`src/rtl/mem_arbiter.sv`:
```
`default_nettype none
// ============================================================================
// mem_arbiter : round-robin sequencer sharing one block-wide memory port
//               between icache refill and dcache refill/writeback.
// Revision    : 1.0
// ============================================================================
module mem_arbiter #(
   parameter int ADDR_W  = 32,
   parameter int BLOCK_W = 256
) (
   input  logic               clk,
   input  logic               rst_n,
   input  logic               i_req,
   input  logic [ADDR_W-1:0]  i_addr,
   output logic               i_ready,
   output logic [BLOCK_W-1:0] i_rdata,
   input  logic               d_req,
   input  logic               d_we,
   input  logic [ADDR_W-1:0]  d_addr,
   input  logic [BLOCK_W-1:0] d_wdata,
   output logic               d_ready,
   output logic [BLOCK_W-1:0] d_rdata,
   output logic               mem_req,
   output logic               mem_we,
   output logic [ADDR_W-1:0]  mem_addr,
   output logic [BLOCK_W-1:0] mem_wdata,
   input  logic               mem_ready,
   input  logic [BLOCK_W-1:0] mem_rdata,
   output logic               owner,
   output logic               busy
);
   localparam int              OFFSET_W    = 5;
   localparam logic [ADDR_W-1:0] OFFSET_MASK = ADDR_W'((1 << OFFSET_W) - 1);

   typedef enum logic [1:0] {
      IDLE = 2'd0,
      BUSY = 2'd1,
      DONE = 2'd2
   } state_t;

   state_t state_q;
   logic   last_q;   // 1 = dcache was served last
   logic   grant_d;  // owner of the next grant: 1 = dcache

   // dcache wins when it is the only requester, or on a tie after an icache turn
   assign grant_d = d_req & (~i_req | ~last_q);

   always_ff @(posedge clk or negedge rst_n) begin
      if (!rst_n) begin
         state_q   <= IDLE;
         last_q    <= 1'b1;
         owner     <= 1'b0;
         busy      <= 1'b0;
         mem_req   <= 1'b0;
         mem_we    <= 1'b0;
         mem_addr  <= '0;
         mem_wdata <= '0;
         i_ready   <= 1'b0;
         d_ready   <= 1'b0;
         i_rdata   <= '0;
         d_rdata   <= '0;
      end else begin
         i_ready <= 1'b0;
         d_ready <= 1'b0;
         case (state_q)
            IDLE: begin
               if (i_req | d_req) begin
                  owner     <= grant_d;
                  busy      <= 1'b1;
                  mem_req   <= 1'b1;
                  mem_we    <= grant_d & d_we;
                  mem_addr  <= (grant_d ? d_addr : i_addr) & ~OFFSET_MASK;
                  mem_wdata <= grant_d ? d_wdata : '0;
                  state_q   <= BUSY;
               end
            end
            BUSY: begin
               if (mem_ready) begin
                  mem_req <= 1'b0;
                  if (!mem_we) begin
                     if (owner) d_rdata <= mem_rdata;
                     else       i_rdata <= mem_rdata;
                  end
                  i_ready <= ~owner;
                  d_ready <= owner;
                  last_q  <= owner;
                  state_q <= DONE;
               end
            end
            DONE: begin
               busy    <= 1'b0;
               state_q <= IDLE;
            end
            default: begin
               busy    <= 1'b0;
               mem_req <= 1'b0;
               state_q <= IDLE;
            end
         endcase
      end
   end
endmodule
`default_nettype wire

```
`config.mk`:
```
export PLATFORM = sky130hd
export DESIGN_NAME = mem_arbiter
export DESIGN_NICKNAME = d
export VERILOG_FILES = /design/src/rtl/mem_arbiter.sv
export SDC_FILE = /design/constraint.sdc
export NUM_CORES = 1
export LEC_CHECK = 0
export BUFFER_PORTS_ARGS = -buffer_cell sky130_fd_sc_hd__buf_2
export CORE_AREA = 2 2 537 539
export CTS_BUF_LIST = sky130_fd_sc_hd__clkbuf_4 sky130_fd_sc_hd__clkbuf_8
export CTS_CLUSTER_DIAMETER = 30
export DETAILED_ROUTE_END_ITERATION = 8
export DIE_AREA = 0 0 539 541
export PLACE_DENSITY = 0.36
export SETUP_SLACK_MARGIN = 0.05
export SLEW_MARGIN = 10
export SYNTH_ARGS = -nofsm -noshare
export SYNTH_HDL_FRONTEND = slang
export SYNTH_SLANG_ARGS = --single-unit
export TNS_END_PERCENT = 100
```
`constraint.sdc`:
```
create_clock -name clk -period 4.2 [get_ports clk]
set_input_delay 0.84 -clock clk [delete_from_list [all_inputs] [get_ports clk]]
set_output_delay 0.84 -clock clk [all_outputs]
set_load 0.1 [all_outputs]
```
* Word level (Yosys, flattened, before mapping)
Index checks and enable logic that the tools add are counted.
Word-level totals: latch bits 0, ROM bits 0, bits in writable memories 0, memories kept 0, flip-flop bits (word level) 804, word-level logic and storage cells 47, input port bits 582
Cells by class: div/mod/pow operators 0, $mul 0, mux-type cells 13, shift operators 0, bitwise gates (word level) 10, order comparisons 0, reductions and logical operators 8, equality and inequality tests 4, add/subtract/negate cells 0
Operators by type and width (count):
- 256-bit 2-to-1 mux | 1
- 32-bit 2-to-1 mux | 1
- 2-bit AND reduction | 4
- 4-bit AND reduction | 2
- 1-bit 2-to-1 mux | 6
- 1-bit inverter | 6
- 2-bit 2-to-1 mux | 2
- 2-bit inequality test, second input constant | 2
- 2-bit one-hot mux with 2 select lines | 1
- 1-bit one-hot mux with 3 select lines | 1
- 3-bit AND reduction | 1
- 1-bit bitwise AND | 2
- 2-bit by 1-bit equality test with 1-bit output, second input constant | 1
- 2-bit equality test, second input constant | 1
- 2-bit zero test | 1
- 1-bit bitwise OR | 2
- 1-bit one-hot mux with 2 select lines | 1

* Depth between registers and ports, before layout
depth after elaboration 4, gate-level depth with buffers 6, mapped depth without buffers 3

* Worst setup path before layout
No wires, ideal clock.
kind register to register, start point register owner, end point register d_rdata[100], library setup time 125 ps, cell stages (with the launch flop) 7, clock period less this slack 2290 ps, buffers on the path 3, path slack 1910 ps, data arrival time 2164 ps, data required time 4075 ps, cells stage by stage dfrtp_1 inv_1 or3_1 buf_2 buf_6 buf_6 mux2_4
Between the ends: cells in the longest elaborated chain, start to end 1
RTL lines:
- start: declaration | line 29 | output logic owner,
- start signal: assignment | line 68 | owner <= grant_d;
- 4-bit AND reduction (no source line)
- end signal: assignment | line 81 | if (owner) d_rdata <= mem_rdata;
- end: declaration | line 22 | output logic [BLOCK_W-1:0] d_rdata,
No other way between the ends. A chain may end at the register's enable or synchronous reset.

* Worst setup path in the final report
start point register owner, end point output owner
No word-level cell between the ends.

==> impl_results.md <==
* Most used DFF post-synth: dfrtp_1
* Most numerous cell types in the synthesized netlist: dfrtp_1 (803), mux2_2 (326), a22o_1 (257)
* Chip width at 539 µm
* Kind of end point of the critical path: output pin
* Area taken by multi-input logic gates at 9690 µm²
* Required time reported for the critical path endpoint at 3.36 ns
* Endpoint arrival time on the critical path at 2.00 ns
* Via count of the first global-routing pass at 26.2k
* Die Span Y at 541 µm
* Layout fillers at 31.6k
* Via count of the routed design at 24.7k
* Largest driver fanout on the critical path at 5
* Cell area after synthesis at 30500 µm²
* Worst clock skew at 0.0568 ns
* Hold Path Stages at 2
* Yosys top cell area share at 0.658
* GR Overflow Total at 0
* Cells along the critical path: buf_2
* Clock transition time at the flip-flop clock pins of the worst setup and hold paths at 0.05 ns
* Peak per-stage delay on the critical path at 0.56 ns
* Wirelength per Cell at 23.0 µm
* # Max-Cap Violations at 0
* Share of synthesized flip-flops with an asynchronous set or reset at 1.00
* Total die area at 292000 µm²
* Latest clock arrival within the worst-skew pair at 0.92 ns
* Cell family with the largest share of critical-path delay: flip-flops
* Start point of the critical path: owner
* Overall routed net length at 179 mm
* Placer congestion estimate at 0.887
* Register bit count reported by yosys at 804
* Maximum root-to-sink buffer count at 4
* Number of buffers added for setup after CTS at 0
* Core Region at 286000 µm²
* Final Hold Viols at 0
* Total negative setup slack at 0 ns
* Setup slack on the worst flop-to-flop path at 1.75 ns
* Most area-consuming cells after synthesis: dfrtp_1 (66%), mux2_2 (12%), mux2_4 (12%)
* Flip-flop and latch area at 20100 µm²
* Largest net degree at the start of global routing at 109
* Path depth of the worst reg2reg path at 5
* Slowest cell on crit path: dfrtp_1
* Average footprint of a synthesized cell at 17.2 µm²
* Sequential area share after synthesis at 0.659
* Worst min-delay path class: input pin to register
* Antenna violations before repair at 122
* Crit start category: register
* Cell taking the most area after synthesis: dfrtp_1
* Count of buffers from port buffering at 1372
* Nets at 4313
* Kind of critical path: register to output pin
* Starting density of the core at 0.107
* Overall fraction of global-route tracks in use at 0.118
* Number of cells produced by synthesis at 1772
* Total clock buffers created by CTS at 240
* TritonCTS clock tree: done
* Endpoint of the worst setup timing path: owner
* Critical path buffers and inverters at 1
* Post-synthesis to final-layout area growth at 70.7%
* Worst-Margin Slew at 0.803 ns
* End of the worst register-to-register path: i_rdata[137]
* Number of DRC violations after detailed-routing iteration 0 at 1262
* Library cell with the highest instance count after synthesis: dfrtp_1
* Placement row count at 197
* Sum of net half-perimeters after detailed placement at 145 mm
* Count of pins over their slew limit at 0
* Final critical delay including setup and external delays at 2.84 ns
* Number of I/O pins at 1388
* H-tree levels at 4
* Post-route fraction of the period consumed by the critical path at 0.677
* DRC violation count after routing at 0
* Startpoint of the most critical register-to-register path: state_q[1]
* Clock sink count at 804
* Clock root buffer: clkbuf_8
* Max-Slew Margin vs Limit at 0.465
* Share of layout cells above drive strength 1 at 0.625
* Average via count per standard cell at 3.18
* Count of cell instances traversed by the critical path at 1
* Syn. warnings at 0
* Number of unique standard cell types used by synthesis at 21
* Number of failing setup endpoints in the final timing report at 0
* Number of synthesized flops with an enable pin at 0
* Antenna violation net count after detailed routing at 0
* Fmax at 0.352 GHz
* Pre-antenna DRT Iters at 5
* First-pass GRT wire length at 238 mm
* Result of the run: finished, final reports clean
* Unrepaired setup endpoints after global routing: no
## worst min-delay path by stage
| stage | from | endpoint |
|---|---|---|
| floorplan | last_q | last_q |
| global placement | mem_wdata[156] | mem_wdata[156] |
| detailed placement | mem_req | mem_req |
| CTS | mem_rdata[154] | d_rdata[154] |
| global route | mem_rdata[90] | d_rdata[90] |
| finish | d_wdata[82] | mem_wdata[82] |
## metrics by stage
| stage | std cells | cell area, µm² | hold WS (ns) | util | worst slack, ns |
|---|---|---|---|---|---|
| floorplan | 1776 | 30600 | 0.494 | - | 1.91 |
| global placement | 6875 | 42200 | 0.483 | 0.147 | 1.21 |
| detailed placement | 6875 | 42200 | 0.471 | 0.147 | 1.19 |
| CTS | 7712 | 52000 | 0.0000292 | 0.182 | 1.08 |
| global route | 7736 | 52100 | 0.0236 | 0.182 | 1.16 |
| finish | 7757 | 52100 | 0.165 | 0.182 | 1.36 |
## final cells by class
cell class              count  share of cell area
multi-input cells         845               0.186
flip-flops and latches    804               0.386
repair buffers           1837               0.222
inverters                   3            0.000216
diodes                     45             0.00216
clock buffers             336              0.0843
well taps                3781              0.0908
clock inverters           106              0.0281
## state kept, by name, summed over array words and instances (netlist names), 2 cells and up
signal	cells
state_q	2
mem_addr	27
i_rdata	256
d_rdata	256
mem_wdata	256
## metal layers
| layer | global-route usage | vias to the layer above | wire length (µm) |
|---|---|---|---|
| met5 | 0 | - | 397 |
| met4 | 0.0423 | 62 | 7140 |
| met3 | 0.0495 | 415 | 17500 |
| met2 | 0.209 | 1413 | 89700 |
| met1 | 0.125 | 12200 | 64100 |
| li1 | - | 10600 | - |
## placed cells by master, fill, tap and decap left out, types with 45 or more instances in the layout
| cell type | count |
|---|---|
| a22o_1 | 257 |
| clkinv_2 | 57 |
| clkbuf_8 | 299 |
| mux2_2 | 326 |
| buf_2 | 1371 |
| dlygate4sd3_1 | 395 |
| dfrtp_1 | 803 |
| mux2_4 | 240 |
| buf_4 | 51 |
| diode_2 | 45 |
## cell families (layout without fill, tap and decap cells)
| kind of cell | count (synthesis) | in the layout | share of synthesized area |
|---|---|---|---|
| buffers and inverters | 127 | 2282 | 0.0252 |
| multiplexers | 566 | 566 | 0.238 |
| AO/OA/AOI/OAI | 264 | 264 | 0.0752 |
| flip-flops | 804 | 804 | 0.659 |
| AND/OR/NAND/NOR | 10 | 10 | 0.00234 |
| other | 1 | 50 | 0.000123 |
## timing repair
action,4_1_cts,5_1_grt
gates resized for setup,0,0
hold buffers,395,0
hold endpoints to repair,560,0
Power is not shown: default switching activity piles up to over one toggle a cycle in this logic, so the estimate is an artifact.
